`src/rtl/lighting_seq.sv`:
```
// lighting_seq: bounded up/down colour-code sequencer with level, edge,
// timed auto-advance and hold modes, plus a one-cycle wrap pulse that marks
// each full pass through [MIN_CODE, MAX_CODE].
module lighting_seq #(
    parameter int WIDTH    = 3,
    parameter int MIN_CODE = 1,
    parameter int MAX_CODE = 6,
    parameter int PERIOD   = 4
) (
    input  logic             clk,
    input  logic             rst,
    input  logic             button,
    input  logic             dir,
    input  logic [1:0]       mode,
    output logic [WIDTH-1:0] colour,
    output logic             wrap
);

    // Prescaler is never narrower than one bit so PERIOD=1 still elaborates.
    localparam int PW = (PERIOD > 1) ? $clog2(PERIOD) : 1;

    localparam logic [PW-1:0]    PRESC_LAST = PW'(PERIOD - 1);
    localparam logic [WIDTH-1:0] MIN_C      = WIDTH'(MIN_CODE);
    localparam logic [WIDTH-1:0] MAX_C      = WIDTH'(MAX_CODE);

    typedef enum logic [1:0] {
        MODE_LEVEL = 2'b00,
        MODE_EDGE  = 2'b01,
        MODE_AUTO  = 2'b10,
        MODE_HOLD  = 2'b11
    } mode_t;

    if ((MIN_CODE < 0) || (MIN_CODE >= MAX_CODE) ||
        (MAX_CODE > (2 ** WIDTH) - 1) || (PERIOD < 1)) begin : g_bad_params
        $error("lighting_seq: illegal WIDTH/MIN_CODE/MAX_CODE/PERIOD combination");
    end

    mode_t             mode_e;
    logic              btn_q;
    logic [PW-1:0]     presc;
    logic [PW-1:0]     presc_nxt;
    logic              step;
    logic              in_range;
    logic [WIDTH-1:0]  colour_nxt;
    logic              wrap_nxt;

    assign mode_e = mode_t'(mode);

    // Upward step with wrap from the top of the range back to the bottom.
    function automatic logic [WIDTH:0] step_up(input logic [WIDTH-1:0] c);
        if (c == MAX_C) begin
            return {1'b1, MIN_C};
        end
        return {1'b0, c + WIDTH'(1)};
    endfunction

    // Downward step with wrap from the bottom of the range back to the top.
    function automatic logic [WIDTH:0] step_down(input logic [WIDTH-1:0] c);
        if (c == MIN_C) begin
            return {1'b1, MAX_C};
        end
        return {1'b0, c - WIDTH'(1)};
    endfunction

    // Step decision, prescaler advance and next colour/wrap.
    always_comb begin
        step       = 1'b0;
        presc_nxt  = '0;
        colour_nxt = colour;
        wrap_nxt   = 1'b0;
        in_range   = (int'(colour) >= MIN_CODE) && (int'(colour) <= MAX_CODE);

        case (mode_e)
            MODE_LEVEL: step = button;
            MODE_EDGE:  step = button && !btn_q;
            MODE_AUTO: begin
                // Prescaler sits at 0 outside auto mode, so the first auto
                // step lands PERIOD edges after entering it.
                step = (presc == PRESC_LAST);
                if (presc != PRESC_LAST) begin
                    presc_nxt = presc + PW'(1);
                end
            end
            default:    step = 1'b0;
        endcase

        if (!in_range) begin
            colour_nxt = MIN_C;
        end else if (step) begin
            if (!dir) begin
                {wrap_nxt, colour_nxt} = step_up(colour);
            end else begin
                {wrap_nxt, colour_nxt} = step_down(colour);
            end
        end
    end

    // State registers; reset returns to the bottom of the range immediately.
    always_ff @(posedge clk or negedge rst) begin
        if (!rst) begin
            colour <= MIN_C;
            wrap   <= 1'b0;
            presc  <= '0;
            btn_q  <= 1'b0;
        end else begin
            colour <= colour_nxt;
            wrap   <= wrap_nxt;
            presc  <= presc_nxt;
            btn_q  <= button;
        end
    end

endmodule

```
`config.mk`:
```
export PLATFORM = sky130hd
export DESIGN_NAME = lighting_seq
export DESIGN_NICKNAME = d
export VERILOG_FILES = /design/src/rtl/lighting_seq.sv
export SDC_FILE = /design/constraint.sdc
export NUM_CORES = 1
export LEC_CHECK = 0
export ABC_AREA = 1
export CORE_AREA = 5 5 42 44
export DETAILED_ROUTE_END_ITERATION = 8
export DIE_AREA = 0 0 47 49
export DONT_BUFFER_PORTS = 1
export GPL_TIMING_DRIVEN = 0
export PLACE_DENSITY = 0.5
export SLEW_MARGIN = 20
export SYNTH_ARGS = -nofsm -noshare
export SYNTH_HDL_FRONTEND = slang
export SYNTH_SLANG_ARGS = --single-unit
```
`constraint.sdc`:
```
create_clock -name clk -period 3.18 [get_ports clk]
set_input_delay 0.318 -clock clk [delete_from_list [all_inputs] [get_ports clk]]
set_output_delay 0.318 -clock clk [all_outputs]
set_load 0.01 [all_outputs]
```
# Word-level counts from Yosys, hierarchy flattened

Index checks and enable logic that the tools add are counted.

Logic and storage cells: 41
Output and inout port bits: 4
Bits in registers: 7
Bits of input ports: 6

Add/sub/neg operators: 3
$lt $le $gt $ge: 2
Reductions and logical operators: 4
Equal/unequal tests: 7
Mux-type cells: 21

Operators with widths:

| operator                                                                            | count |
|---|---|
| 4-bit two-way mux                                                                   | 4 |
| 1-bit two-way mux                                                                   | 11 |
| 3-bit two-way mux                                                                   | 3 |
| 2-bit equality test, second input constant                                          | 2 |
| 2-bit two-way mux                                                                   | 2 |
| 2-bit inequality test, second input constant                                        | 2 |
| 3-bit by 1-bit adder with 3-bit output, second input constant                       | 1 |
| 3-bit by 1-bit equality test with 1-bit output, second input constant               | 1 |
| 3-bit equality test, second input constant                                          | 1 |
| 3-bit by 1-bit greater-or-equal comparator with 1-bit output, second input constant | 1 |
| 3-bit less-or-equal comparator, second input constant                               | 1 |
| 1-bit one-hot mux with 3 select lines                                               | 1 |
| 3-bit by 1-bit subtractor with 3-bit output, second input constant                  | 1 |
| 2-bit by 1-bit adder with 2-bit output, second input constant                       | 1 |
| 2-bit by 1-bit equality test with 1-bit output, second input constant               | 1 |
| 1-bit logical AND                                                                   | 2 |
| 2-bit zero test                                                                     | 1 |
| 1-bit zero test                                                                     | 1 |

# Longest topological paths before layout

Depth in word-level cells: 9
Depth in mapped cells: 8
Depth with buffers taken out: 8

# Worst setup path after synthesis

OpenSTA, ideal clock, no wires.

Kind: reg-to-reg
Start: register colour[0]
End: register colour[2]
Path slack: 1.780 ns
Required time: 3.062 ns
Clock period less this slack: 1.400 ns
Library setup time: 0.118 ns
Cell stages (with the launch flop): 9
Arrival: 1.282 ns
Path buffers: 0
Cells stage by stage: dfstp_2 inv_1 ha_1 inv_1 nand3_1 nand2_2 inv_1 nand4_1 nand2_1

Cells in the longest elaborated chain, start to end: 9
Elaborated cells between the ends (all ways): 21
Those cells by class: add/sub (2); order compare (2); eq/ne (3); mux (13); reduce/logical (1)

RTL lines:

| item                                                                                  | line   | RTL |
|---|---|---|
| start, declared                                                                       | 15     | `output logic [WIDTH-1:0] colour,` |
| start signal, assigned                                                                | 106    | `colour <= colour_nxt;` |
| 3-bit equality test or 3-bit by 1-bit equality test with 1-bit output (tied branches) | 51, 59 |  |
| 1-bit two-way mux, on equally long branches                                           | 51, 59 |  |
| 1-bit two-way mux                                                                     | 90     | `if (!dir) begin` |
| 1-bit two-way mux                                                                     | 89     | `end else if (step) begin` |
| 1-bit two-way mux                                                                     | 87     | `if (!in_range) begin` |
| 4-bit two-way mux, on equally long branches                                           | 54, 62 |  |
| 3-bit two-way mux                                                                     | 90     |  |
| 3-bit two-way mux                                                                     | 89     |  |
| 3-bit two-way mux                                                                     | 87     |  |

Parallel ways exist; a longest one is shown, timed or not. The select of a mux whose other input is x is not followed.
A chain may end at the register's enable or synchronous reset.

# Worst setup path after layout

Start: register colour[0]
End: register colour[1]

Same word-level chain as after synthesis.

==> impl_table.tex <==
\begin{tabular}{lr}
\hline
Metric & Value \\
\hline
\multicolumn{2}{l}{\textbf{Run status}} \\
Status & finished clean \\
\multicolumn{2}{l}{\textbf{Critical path}} \\
Worst-path maximum fanout & 7 \\
Data arrival time of the critical path & 1.68 ns \\
Start point of the critical path & colour[0] \\
Worst flop-to-flop path startpoint & colour[0] \\
Data required time of the worst path & 3.31 ns \\
Type of the setup path with the least slack & register to register \\
Critical Path Source Type & register \\
Kind of end point of the critical path & register \\
\multicolumn{2}{l}{\textbf{Yosys}} \\
Number of distinct library cells after synthesis & 15 \\
Avg Cell Area, Syn & 7.171 um\^{}2 \\
Cells after synthesis & 67 \\
Post-synthesis register bit count & 7 \\
Fraction of the yosys area taken by sequential cells & 0.3672 \\
Synthesized netlist net count & 78 \\
Cell area after technology mapping & 480.5 um\^{}2 \\
Synthesis Warnings & 0 \\
\multicolumn{2}{l}{\textbf{Route}} \\
Via density per instance & 4.659 \\
DRC marker count from the first detailed-route iteration & 7 \\
First-pass iteration count of the detailed router & 5 \\
Routed WL & 903 um \\
Routed vias & 410 \\
Drt wl/cell & 10.26 um \\
Number of remaining DRC errors & 0 \\
Remaining number of nets flagged by the antenna check after routing & 0 \\
\multicolumn{2}{l}{\textbf{CTS}} \\
CTS root buf & clkbuf\_4 \\
CTS tree & built \\
Post-CTS Setup Bufs & 0 \\
Htree depth & 1 \\
Number of buffers inserted for hold repair after clock tree synthesis & 1 \\
TritonCTS sink count & 7 \\
Total of cells resized after clock tree synthesis & 0 \\
Clock slew seen by the registers of the worst setup and hold paths & 0.05 ns \\
Clock latency on the worst-skew pair & 0.25 ns \\
Number of buffers inserted during clock tree synthesis & 3 \\
Max Root-Sink Buffers & 2 \\
\multicolumn{2}{l}{\textbf{Power}} \\
P\_leak & 0.0002854 uW \\
Peak supply drop & 440.4 uV \\
Pwr per Cell Area & 745.7 nW/um\^{}2 \\
\multicolumn{2}{l}{\textbf{Final layout}} \\
Area used by multi-input combinational logic & 262.8 um\^{}2 \\
Count of fill cells added during filler insertion & 164 \\
Non-Filler Instances & 88 \\
Layout Nets & 84 \\
Fraction of final layout cells sized beyond drive strength 1 & 0.1250 \\
Register area & 176.4 um\^{}2 \\
Synthesis-to-layout area growth & 11.72\% \\
Antenna diode count & 0 \\
\multicolumn{2}{l}{\textbf{Floorplanning}} \\
Die outline area & 2303 um\^{}2 \\
Height of the chip & 49 um \\
Chip Width & 47 um \\
Area of the core & 1401 um\^{}2 \\
FP Rows & 14 \\
Starting density of the core & 0.3429 \\
Top-Level Pins & 10 \\
\multicolumn{2}{l}{\textbf{STA}} \\
Final worst clock skew & 0.003891 ns \\
Fmax & 0.6480 GHz \\
Share of the clock period used by the worst path after layout & 0.4853 \\
Clock period minus final worst setup slack & 1.543 ns \\
Slew HR & 0.7650 \\
Setup\_tns & 0 ns \\
RSZ-0062 raised after global routing & false \\
Hold violation total from the final report & 0 \\
\# setup viols final & 0 \\
Slew Limit Fails & 0 \\
Tightest Pin Transition & 0.3526 ns \\
\multicolumn{2}{l}{\textbf{Place}} \\
Gpl congestion & 0.7071 \\
Buffers on Ports & 0 \\
Post-DP HPWL & 724 um \\
Dpl cells & 83 \\
\multicolumn{2}{l}{\textbf{Global routing}} \\
Gr usage total & 0.09200 \\
Largest net degree at the start of global routing & 9 \\
GRT overflow & 0 \\
Antenna violations before repair & 0 \\
Global-route wire length before repair & 1449 um \\
Number of global-route vias before repair & 339 \\
\multicolumn{2}{l}{\textbf{Job}} \\
Maximum Capacitance Violations & 0 \\
\multicolumn{2}{l}{\textbf{Min path}} \\
HP Class & primary input to register \\
Startpoint of the worst hold path & button \\
\hline
\end{tabular}
## cell families (layout without fill, tap and decap cells)
kind of cell    count (synthesis)  count (layout)  synth area share
fa+ha+maj                       5               5            0.1302
compound gates                  5               5           0.05208
flops                           7               7            0.3672
buf+inv                        11              16           0.08594
simple gates                   39              39            0.3646
## stage by stage
step | util | setup WS, ns | cell area [um^2] | total power (uW) | hold slack (ns)
floorplan | - | 1.780 | 480.5 | 286.5 | 0.02241
global placement | 0.3571 | 1.639 | 500.5 | 323.8 | 0.02258
detailed placement | 0.3571 | 1.642 | 500.5 | 320.5 | 0.02261
CTS | 0.3830 | 1.631 | 536.8 | 405.1 | 0.09074
global route | 0.3830 | 1.502 | 536.8 | 441.0 | 0.08433
finish | 0.3830 | 1.637 | 536.8 | 400.3 | 0.09979
## path summary, 6_finish.rpt
| check | endpoint | slack, ns | cells after the start |
|---|---|---|---|
| max in group asynchronous | colour[0] | 2.50 | 1 |
| hold reg to reg | presc[0] | 0.47 | 1 |
| min in group asynchronous | presc[1] | 0.39 | 1 |
| setup / recovery | colour[1] | 1.64 | 8 |
| hold / removal | btn_q | 0.1 | 0 |
| setup reg to reg | colour[1] | 1.64 | 8 |
## Yosys cell counts, drive strengths merged
cell | n | area, um^2
or2 | 2 | 12.51
nand3 | 8 | 40.04
dfstp | 1 | 26.28
nor2 | 8 | 37.54
o21ai | 1 | 5.000
inv | 11 | 41.29
nand4 | 1 | 6.260
nand2 | 19 | 73.82
dfrtp | 6 | 150.1
ha | 5 | 62.56
a21oi | 4 | 20.02
nor3 | 1 | 5.000
## sequential cells by signal (all words and copies together) (netlist names)
signal	cells
presc	2
btn_q	1
wrap	1
colour	3
## report_power, final
part	internal (uW)	switching, uW	leakage, uW
Clock	47.8	30.7	0.0000150
Sequential	114	45.0	0.0000888
Combinational	66.0	96.9	0.000182
## cells in the final DEF, fill, tap and decap left out
cell type / instances
a21oi_1: 4
clkbuf_1: 1
o21ai_0: 1
inv_1: 10
nor2_1: 5
nor3_1: 1
dlygate4sd3_1: 1
nor2_2: 3
nand3_1: 8
inv_2: 1
ha_1: 5
nand2_2: 1
dfstp_2: 1
clkbuf_4: 3
or2_1: 2
nand2_1: 18
nand4_1: 1
dfrtp_1: 6
## final cells by class
cell class | instances | area share
multi-input combinational | 49 | 0.4895
sequential | 7 | 0.3287
inverter | 11 | 0.07692
clock buffer | 4 | 0.04895
tap | 16 | 0.03730
timing repair buffer | 1 | 0.01865
## critical path, stage by stage, from the launching register on
cell and delay, ns:
dfstp_2 0.62, inv_1 0.08, ha_1 0.23, inv_1 0.10, nand3_1 0.09, nand2_2 0.12, inv_1 0.06, nand3_1 0.08
nand2_1 0.06
## per-layer routing
metal / global-route usage / vias up / wire length [um]
met5: 0 / - / 0
met4: 0.04147 / 0 / 10
met3: 0.07380 / 2 / 76
met2: 0.1244 / 9 / 390
met1: 0.1027 / 177 / 426
li1: - / 222 / -
(Power assumes the default switching activity.)
